## config.mk

```make
export PLATFORM = sky130hd
export DESIGN_NAME = dcfifo_wr_ctrl
export DESIGN_NICKNAME = d
export VERILOG_FILES = /design/src/rtl/dcfifo_wr_ctrl.sv
export SDC_FILE = /design/constraint.sdc
export NUM_CORES = 1
export LEC_CHECK = 0
export ABC_CLOCK_PERIOD_IN_PS = 5000
export BUFFER_PORTS_ARGS = -buffer_cell sky130_fd_sc_hd__buf_2
export CAP_MARGIN = 10
export CORE_ASPECT_RATIO = 0.6
export CORE_MARGIN = 2
export CORE_UTILIZATION = 30
export DETAILED_ROUTE_END_ITERATION = 10
export PLACE_DENSITY = 0.49
export SKIP_CTS_REPAIR_TIMING = 1
export SYNTH_ARGS = -nofsm -noshare
export SYNTH_HDL_FRONTEND = slang
export SYNTH_SLANG_ARGS = --single-unit
```

## constraint.sdc

```tcl
create_clock -name sys_clk -period 5 [get_ports sys_clk]
set_clock_uncertainty 0.2 [all_clocks]
set_input_delay 0.25 -clock sys_clk [delete_from_list [all_inputs] [get_ports sys_clk]]
set_output_delay 0.25 -clock sys_clk [all_outputs]
set_load 0.01 [all_outputs]
```

## src/rtl/dcfifo_wr_ctrl.sv

```systemverilog
// rtl/dcfifo_wr_ctrl.sv - tick-triggered burst writer for the dual-clock FIFO write port
module dcfifo_wr_ctrl #(
    parameter int DATA_W    = 8,
    parameter int BURST_LEN = 16,
    parameter int SKIP_W    = 16
) (
    input  logic              sys_clk,
    input  logic              sys_rst,
    input  logic              tick_in,
    input  logic              wr_full,
    input  logic              wr_empty,
    output logic              wr_req,
    output logic [DATA_W-1:0] wr_data,
    output logic              busy,
    output logic [SKIP_W-1:0] skip_cnt
);

    localparam int BEAT_W = (BURST_LEN > 1) ? $clog2(BURST_LEN) : 1;
    localparam logic [BEAT_W-1:0] LAST_BEAT = BEAT_W'(BURST_LEN - 1);

    typedef enum logic {
        IDLE,
        WRITE
    } state_t;

    state_t state, state_nxt;

    logic              s1, s2, s3;
    logic              tick_rise;
    logic              beat_clr;
    logic              skip_inc;
    logic [DATA_W-1:0] data_cnt;
    logic [BEAT_W-1:0] beat_cnt;

    // Preset to 1 so a tick already high when reset releases is not seen as an edge
    always_ff @(posedge sys_clk) begin
        if (sys_rst) begin
            {s1, s2, s3} <= 3'b111;
        end else begin
            {s1, s2, s3} <= {tick_in, s1, s2};
        end
    end

    assign tick_rise = s2 & ~s3;

    always_ff @(posedge sys_clk) begin
        if (sys_rst) begin
            state <= IDLE;
        end else begin
            state <= state_nxt;
        end
    end

    always_comb begin
        state_nxt = state;
        wr_req    = 1'b0;
        busy      = 1'b0;
        beat_clr  = 1'b0;
        skip_inc  = 1'b0;
        case (state)
            IDLE: begin
                if (tick_rise) begin
                    if (wr_empty) begin
                        beat_clr  = 1'b1;
                        state_nxt = WRITE;
                    end else begin
                        skip_inc = 1'b1;
                    end
                end
            end
            WRITE: begin
                busy     = 1'b1;
                wr_req   = ~wr_full;
                skip_inc = tick_rise;
                if (wr_req && (beat_cnt == LAST_BEAT)) begin
                    state_nxt = IDLE;
                end
            end
            default: state_nxt = IDLE;
        endcase
    end

    // data_cnt runs across bursts; only reset brings it back to zero
    always_ff @(posedge sys_clk) begin
        if (sys_rst) begin
            data_cnt <= '0;
            beat_cnt <= '0;
            skip_cnt <= '0;
        end else begin
            if (beat_clr) begin
                beat_cnt <= '0;
            end else if (wr_req) begin
                beat_cnt <= beat_cnt + 1'b1;
            end
            if (wr_req) begin
                data_cnt <= data_cnt + 1'b1;
            end
            if (skip_inc && (skip_cnt != '1)) begin
                skip_cnt <= skip_cnt + 1'b1;
            end
        end
    end

    assign wr_data = data_cnt;

endmodule

```

==> flow_summary.json, run 1 <==
{
  "grt-ovfl-total": 0,
  "finalPower_uw": 489,
  "tightest_slew_ns": 0.971,
  "pin_count": 31,
  "place_congestion": 0.781,
  "grt_usage_pct": 13.3,
  "synth_flop_cell": "dfxtp_1",
  "max-slew-margin-rel_pct": 35.2,
  "final_antenna_net_count": 0,
  "ctsHtreeMaxLevel": 2,
  "maxCapViolations": 0,
  "hold_path_class": "input pin to flip-flop",
  "drc": 0,
  "synthDistinctLibCells": 40,
  "design_area_um2": 1830,
  "area_delta_synth_final_pct": 20.2,
  "layout.cells.non_filler": 266,
  "dpl.hpwl_um": 2420,
  "cp_max_fo": 11,
  "initial_core_util_pct": 30.5,
  "r2r_setup_slack_ns": 2.69,
  "setup_tns_ns": 0,
  "synth.area.mux_share_pct": 4.94,
  "clk_latency_ns": 0.28,
  "yosys_warnings": 0,
  "dieArea_um2": 5670,
  "cts-root-buf": "clkbuf_8",
  "drt-pass1-iter-count": 4,
  "totalWireLength_um": 3500,
  "synth_top_family_by_area": "simple AND/OR/NAND/NOR gates",
  "grt_max_degree": 36,
  "synthAdderAreaFrac_pct": 2.47,
  "status": "complete, no violations",
  "path_cells": "ha_1 -> nand3_1 -> nand3b_1 -> nor4b_1 -> mux2_2",
  "ys_seq_area_share_pct": 42.1,
  "syn_inst": 168,
  "drive_gt1_share_pct": 25.0,
  "slowest_stage": "nand3b_1",
  "multi_input_area_um2": 841,
  "yosys.area_share.simple_pct": 32.2,
  "yosysTopAreaCell": "dfxtp_1",
  "preCtsSetupSlack_ns": 2.71,
  "finalCritPeriodShare_pct": 46.1,
  "final_core_util_pct": 36.7,
  "leakage_nw": 0.729,
  "die_y_um": 59.1,
  "synth_compound_area_share_pct": 9.96,
  "endpoint_kind": "flip-flop",
  "place_inst": 258,
  "cp.required_ns": 4.97,
  "via_count": 1292,
  "avgSynthCellArea_um2": 9.05,
  "drt_iter0_drc": 78,
  "peakVddDrop_mv": 0.0883,
  "core-area_um2": 4980,
  "syn_area_um2": 1520,
  "n_fill_cell": 524,
  "wl_per_cell_um": 13.2,
  "die_w_um": 95.9,
  "synth_top_area_share_pct": 42.1,
  "synth_edf_count": 0,
  "synth_seq_cells": 32,
  "fin_crit_ns": 2.31,
  "worstSetupStartpointType": "flip-flop",
  "drv_slew": 0,
  "place_area_um2": 1720,
  "cts_tree": "yes",
  "num_rows": 20,
  "rsz0062_at_grt": "no",
  "drt-vias-per-instance": 4.86,
  "grt_pass1_wl_um": 5600,
  "p_per_area_nw_per_um2": 268,
  "async_reset_ff_share_pct": 0,
  "clk_pin_slew_worst_paths_ns": 0.07,
  "cts_max_path_buffers": 2,
  "syn_nets": 176,
  "timing.hold.ws_ns": 0.132,
  "worst_slack_ns": 2.69,
  "antenna_found_initial": 0,
  "port_buffers": 30,
  "timing.fmax_mhz": 433,
  "synth_xor_area_share_pct": 5.76,
  "cts_buffers": 5,
  "hold_viol_final": 0,
  "arrival_ns": 2.28,
  "grt_pass1_vias": 1127,
  "insertedDiodeCount": 0,
  "final-setup-viol-count": 0,
  "clock-sinks": 32,
  "critPathMaxStageDelay_ns": 0.42,
  "synth.area.top_cells": "dfxtp_1 (42%), nor2_1 (5.7%), xor2_1 (4.6%), nand4_1 (3.7%), a21oi_1 (3.0%)",
  "seqCellArea_um2": 641,
  "nets": 208,
  "path_class": "flip-flop to flip-flop"
}
[synth_stat cells (3+ instances only)]
master    count
or4_1         4
nor3_1        3
mux2i_1       3
ha_1          3
o31ai_1       5
nand4_1       9
nand2b_1      4
nand3_1       4
clkbuf_1      4
o21bai_1      3
nand2_1       9
nor2_1       23
xor2_1        8
dfxtp_1      32
or3_1         3
or2_2         3
mux2_2        4
nor2b_1       5
a21oi_1       9
[final timing paths]
check | start | to | cells past startpoint
worst max-delay path | skip_cnt[0] | skip_cnt[8] | 5
worst min register to register | s1 | s2 | 1
worst max register to register | skip_cnt[0] | skip_cnt[8] | 5
worst min-delay path | wr_empty | state | 3
[state kept, by name, indices dropped and copies added, names as in the netlist]
register  cells
s1            1
skip_cnt     16
s2            1
beat_cnt      4
s3            1
wr_data       8
state         1
[cells in the final DEF, fill, tap and decap left out, types with 2 or more instances in the layout]
cell	synthesis	routed
nor4_1	2	2
nor4b_1	2	2
xnor2_1	2	2
o21ai_0	2	2
or2_2	3	3
mux2i_1	3	3
nor2b_1	5	5
and3_1	2	2
mux2_2	4	4
o31ai_1	5	5
or4_1	4	4
or4_2	2	2
nand4_1	9	9
nor3_1	3	3
o21bai_1	3	3
or3_1	3	3
nand2b_1	4	4
nand3_2	2	2
xor2_1	8	8
nor3b_1	2	2
nor2_1	23	23
nand3_1	4	4
buf_2	1	30
clkbuf_8	0	7
ha_1	3	3
inv_1	2	2
nand2_1	9	9
dfxtp_1	32	32
a21oi_1	9	9
[critical path, delay by kind of cell, from the launching register on]
family / cells / cell delay (ns)
and+or+nand+nor: 3 / 1.02
adders and majority gates: 1 / 0.20
DFF: 1 / 0.40
muxes: 1 / 0.37
[cell type report]
type                    count  area share, %
inverters                   2          0.411
flip-flops and latches     32           35.0
multi-input cells         128           46.0
repair buffers             31           8.76
well taps                  66           4.52
clock buffers               7           5.27
[routing by layer]
metal	GRT usage [%]	vias up	routed length [um]
li1	-	672	-
met1	20.8	594	2030
met2	16.4	21	1270
met3	4.33	5	159
met4	4.90	0	46
met5	0	-	0
[cells by family after synthesis]
family | Yosys count
and+or+nand+nor | 85
adders and majority gates | 3
muxes | 7
AOI/OAI and AO/OA | 23
buffers and inverters | 8
xor gates and xnor gates | 10
DFF | 32
[where the power goes]
group / switching, mW / internal, mW / total, mW
Sequential: 0.000968 / 0.256 / 0.257
Clock: 0.0959 / 0.123 / 0.218
Combinational: 0.00828 / 0.00502 / 0.0133
Power figures use the tool's default switching activity.
==> run 2, diff against run 1 <==
Settings changed: ABC_AREA set to 1, ABC_CLOCK_PERIOD_IN_PS 5000 to 2330, PLACE_DENSITY 0.49 to 0.48.
Clock period 5 ns to 2.33 ns, I/O delays scaled along.
==> flow_summary.json, run 2 <==
{
  "drt-vias-per-instance": 4.44,
  "max-slew-margin-rel_pct": 71.2,
  "synth_edf_count": 0,
  "clk_latency_ns": 0.29,
  "synth.area.top_cells": "dfxtp_1 (38%), nand2_1 (15%), nor2_1 (12%), inv_1 (5.7%), a21oi_1 (5.0%)",
  "place_area_um2": 1920,
  "path_cells": "ha_1 -> inv_1 -> nor2_2 -> nand2_1 -> nor2_1 -> nand4_1 -> nand2_1 -> nor2_1",
  "ctsHtreeMaxLevel": 2,
  "endpoint_kind": "flip-flop",
  "largest_reg_flops": 16,
  "rsz0062_at_grt": "no",
  "drt-pass1-iter-count": 4,
  "async_reset_ff_share_pct": 0,
  "drc": 0,
  "totalWireLength_um": 4260,
  "grt-ovfl-total": 0,
  "port_buffers": 30,
  "avgSynthCellArea_um2": 6.51,
  "seqCellArea_um2": 641,
  "worst_hold_startpoint": "wr_full",
  "maxCapViolations": 0,
  "post-synth-top-count-cell": "nand2_1",
  "leakage_nw": 0.893,
  "cts_tree": "yes",
  "whs_path_depth": 3,
  "min_to": "state",
  "grt_usage_pct": 14.5,
  "synthDistinctLibCells": 23,
  "area_delta_synth_final_pct": 20.2,
  "synth_common_cells": "nand2_1 (69), nor2_1 (53), dfxtp_1 (32)",
  "final_core_util_pct": 37.1,
  "final-setup-viol-count": 0,
  "insertedDiodeCount": 0,
  "dieArea_um2": 6320,
  "antenna_found_initial": 0,
  "grt_pass1_vias": 1455,
  "drive_gt1_share_pct": 20.7,
  "r2r_end": "skip_cnt[12]",
  "timing.fmax_mhz": 586,
  "synth_seq_cells": 32,
  "slowest_stage": "dfxtp_1",
  "yosysTopAreaCell": "dfxtp_1",
  "syn_area_um2": 1710,
  "fin_crit_ns": 1.71,
  "die_w_um": 101,
  "cts-root-buf": "clkbuf_8",
  "r2r-start": "skip_cnt[0]",
  "p_per_area_nw_per_um2": 521,
  "cp_max_fo": 6,
  "grt_pass1_wl_um": 7090,
  "timing.hold.ws_ns": -0.0596,
  "syn_nets": 270,
  "clk_pin_slew_worst_paths_ns": 0.07,
  "clock-sinks": 32,
  "hold_viol_final": 1,
  "final_cell_mix": "nand2_1 (69), nor2_1 (53), dfxtp_1 (32)",
  "die_y_um": 62.4,
  "crit_buf_inv": 1,
  "cts_max_path_buffers": 2,
  "violations": "hold timing",
  "cp.required_ns": 2.31,
  "num_rows": 21,
  "drt_iter0_drc": 77,
  "tightest_slew_ns": 0.431,
  "grt_max_degree": 14,
  "multi_input_area_um2": 915,
  "setup_tns_ns": 0,
  "rr_worst_depth": 8,
  "core-area_um2": 5520,
  "drv_slew": 0,
  "nets": 308,
  "final_antenna_net_count": 0,
  "design_area_um2": 2050,
  "worstSetupStartpointType": "flip-flop",
  "dpl.hpwl_um": 3250,
  "yosys_warnings": 0,
  "path_class": "flip-flop to flip-flop",
  "cts_buffers": 5,
  "finalPower_mw": 1.07,
  "via_count": 1637,
  "synth_flop_cell": "dfxtp_1",
  "finalCritPeriodShare_pct": 73.3,
  "final_common_cell": "nand2_1",
  "status": "finished with violations",
  "synth_top_area_share_pct": 37.6,
  "arrival_ns": 1.69,
  "initial_core_util_pct": 30.9,
  "hold_path_class": "input pin to flip-flop",
  "pin_count": 31,
  "wl_per_cell_um": 11.5,
  "top_register": "skip_cnt",
  "n_fill_cell": 595,
  "critPathMaxStageDelay_ns": 0.41,
  "r2r_setup_slack_ns": 0.62,
  "place_congestion": 0.829,
  "syn_inst": 262,
  "ys_seq_area_share_pct": 37.6,
  "critPathTopFamily": "simple AND/OR/NAND/NOR gates",
  "peakVddDrop_mv": 0.172
}
-- run 2: cell count changes after synthesis, moves of 8 or more --
cell,delta
nand2_1,+60
nor2_1,+30
inv_1,+24
nand3_1,+12
a21oi_1,+8
xor2_1,-8
-- run 2: area by class of cell --
class,count,share of cell area [%]
Clock buffer,7,4.70
Inverter,31,5.68
Multi-Input combinational cell,195,44.6
Sequential cell,32,31.3
Tap cell,69,4.21
Timing Repair Buffer,35,9.52
-- run 2: layer usage --
layer	vias to the layer above	wire length, um	GRT usage (%)
met1	688	2420	23.4
li1	902	-	-
met4	0	55	4.56
met3	7	312	4.25
met5	-	0	0
met2	40	1470	17.6
-- run 2: logic make-up after synthesis --
| family | synth area share (%) |
|---|---|
| buf+inv | 8.80 |
| fa+ha+maj | 2.20 |
| simple gates | 43.8 |
| compound gates | 7.63 |
| flops | 37.6 |
-- run 2: through the flow --
stage                     hold WS [ns]  setup WS (ns)  std cells
after floorplan                -0.0144          0.731        262
after CTS                       -0.188          0.623        366
after detailed placement         0.104          0.634        359
after global placement           0.108          0.675        359
after global routing           0.00160          0.395        369
final                          -0.0596          0.623        369
-- run 2: worst register-to-register path: cells and delay by family, from the launching register on --
| family | cells | cell delay, ns |
|---|---|---|
| buf+inv | 1 | 0.06 |
| flops | 1 | 0.41 |
| simple gates | 6 | 0.74 |
| fa+ha+maj | 1 | 0.19 |
-- run 2: worst max-delay path by stage --
stage                     cells after the start   startpoint            to  slack (ns)
after floorplan                               7  skip_cnt[0]  skip_cnt[10]        0.73
after global placement                        8  skip_cnt[0]  skip_cnt[12]        0.67
after detailed placement                      6  skip_cnt[0]  skip_cnt[13]        0.63
after CTS                                     6  skip_cnt[0]  skip_cnt[13]        0.62
after global routing                          8  skip_cnt[0]  skip_cnt[12]        0.40
final                                         8  skip_cnt[0]  skip_cnt[12]        0.62
-- run 2: power breakdown --
part           total [mW]  switching [mW]  internal [mW]
logic              0.0387          0.0232         0.0155
registers           0.553         0.00251          0.551
clock network       0.476           0.212          0.263
==> run 3, diff against run 2 <==
Settings changed: ABC_CLOCK_PERIOD_IN_PS 2330 to 1550, PLACE_DENSITY 0.48 to 0.5.
Clock period 2.33 ns to 1.55 ns, I/O delays scaled along.
==> flow_summary.json, run 3 (same netlist as run 2, synthesis figures left out) <==
{
  "status": "complete, no violations",
  "p_sw_share_pct": 22.4,
  "wl_per_cell_um": 11.9,
  "cp_max_fo": 4,
  "tightest_slew_ns": 0.400,
  "hold_path_class": "input pin to flip-flop",
  "core-area_um2": 5520,
  "dieArea_um2": 6320,
  "via_count": 1825,
  "layout.cells.non_filler": 404,
  "grt_pass1_wl_um": 7620,
  "area_delta_synth_final_pct": 46.4,
  "totalWireLength_um": 4820,
  "top_register": "skip_cnt",
  "preCtsSetupSlack_ns": -0.0438,
  "grt_usage_pct": 15.5,
  "cts-root-buf": "clkbuf_8",
  "critPathMostFrequentCell": "nand2_4",
  "worstSetupStartpointType": "flip-flop",
  "final_common_cell": "nand2_1",
  "design_area_um2": 2500,
  "p_per_area_nw_per_um2": 627,
  "initial_core_util_pct": 30.9,
  "fin_crit_ns": 1.51,
  "drive_gt1_share_pct": 40.0,
  "final_cell_mix": "nand2_1 (58), nor2_1 (42), buf_4 (34)",
  "drv_slew": 0,
  "drt-pass1-iter-count": 4,
  "pin_count": 31,
  "arrival_ns": 1.52,
  "critPathMaxStageDelay_ns": 0.38,
  "die_y_um": 62.4,
  "endpoint_kind": "flip-flop",
  "grt_max_degree": 13,
  "clk_latency_ns": 0.28,
  "finalPower_mw": 1.57,
  "place_area_um2": 2120,
  "clk_pin_slew_worst_paths_ns": 0.06,
  "drt-vias-per-instance": 4.52,
  "port_buffers": 30,
  "whs_path_depth": 5,
  "clock-sinks": 32,
  "max-slew-margin-rel_pct": 73.3,
  "power_switching_uw": 351,
  "die_w_um": 101,
  "slowest_stage": "dfxtp_4",
  "cts_buffers": 5,
  "cp.required_ns": 1.56,
  "p_comb_share_pct": 4.9,
  "timing.fmax_mhz": 662,
  "insertedDiodeCount": 0,
  "final_antenna_net_count": 0,
  "hold_viol_final": 0,
  "grt-ovfl-total": 0,
  "drt_iter0_drc": 197,
  "antenna_found_initial": 0,
  "timing.hold.ws_ns": 0.0465,
  "path_cells": "ha_4 -> nand3_2 -> nor2_4 -> buf_4 -> nand2_4 -> nand2_4 -> o21ai_0 -> nor2_1",
  "num_rows": 21,
  "place_congestion": 0.850,
  "crit_buf_inv": 1,
  "rr_worst_depth": 8,
  "nets": 342,
  "leakage_nw": 1.14,
  "dpl.hpwl_um": 3540,
  "drc": 0,
  "grt_pass1_vias": 1532,
  "path_class": "flip-flop to flip-flop",
  "peakVddDrop_mv": 0.415,
  "internal-power_mw": 1.22,
  "worst_slack_ns": 0.0384,
  "final-setup-viol-count": 0,
  "pwr-share-seq_pct": 52.6,
  "power_frac_clock_pct": 42.5,
  "critPathTopFamily": "simple AND/OR/NAND/NOR gates",
  "finalCritPeriodShare_pct": 97.5,
  "cp_num_cells": 8,
  "cts_tree": "yes",
  "cts_max_path_buffers": 2,
  "largest_reg_flops": 16,
  "place_inst": 385,
  "rsz0062_at_grt": "yes",
  "maxCapViolations": 0,
  "ctsHtreeMaxLevel": 2
}
-- run 3: cell types whose count changed in the layout (fill, tap and decap cells not counted), sizes merged --
cell | previous run | this run
dlygate4sd3 | 3 | 4
clkbuf | 7 | 8
buf | 32 | 65
-- run 3: worst paths after layout --
| kind | end | from | slack, ns |
|---|---|---|---|
| worst min register to register | s2 | s1 | 0.23 |
| worst max-delay path | skip_cnt[0] | skip_cnt[1] | 0.04 |
| worst min-delay path | wr_data[2] | wr_full | 0.05 |
| worst max register to register | skip_cnt[0] | skip_cnt[1] | 0.04 |
-- run 3: layout make-up --
type / instances / area, um2
Clock buffer: 8 / 90.1
Tap cell: 69 / 86.3
Fill cell: 574 / 3020
Sequential cell: 32 / 667
Multi-Input combinational cell: 195 / 1080
Inverter: 31 / 121
Timing Repair Buffer: 69 / 457
-- run 3: tightest hold or removal path: cells and delay by family --
kind | cells | cell delay (ns)
simple gates | 3 | 0.21
buf+inv | 1 | 0.10
compound gates | 1 | 0.10
-- run 3: routing by layer --
metal,GRT usage (%),share of wire [%],up-vias
li1,-,-,972
met1,25.7,55,806
met2,18.5,38,42
met3,4.59,5.7,5
met4,4.05,0.87,0
met5,0,0,-
-- run 3: power groups by stage --
stage	Sequential, mW	Combinational [mW]	Clock, mW
6_report	0.824	0.0774	0.665
4_1_cts	0.831	0.0603	0.688
5_1_grt	0.824	0.0870	0.724
3_5_place_dp	0.850	0.0600	0
3_3_place_gp	0.849	0.0601	0
2_1_floorplan	0.851	0.0332	0
-- run 3: stage by stage --
stage / utilization [%] / setup TNS (ns)
finish: 45.3 / 0
global route: 45.3 / -0.284
CTS: 40.1 / -0.335
detailed placement: 38.4 / -0.211
global placement: 38.4 / -0.0381
floorplan: - / 0
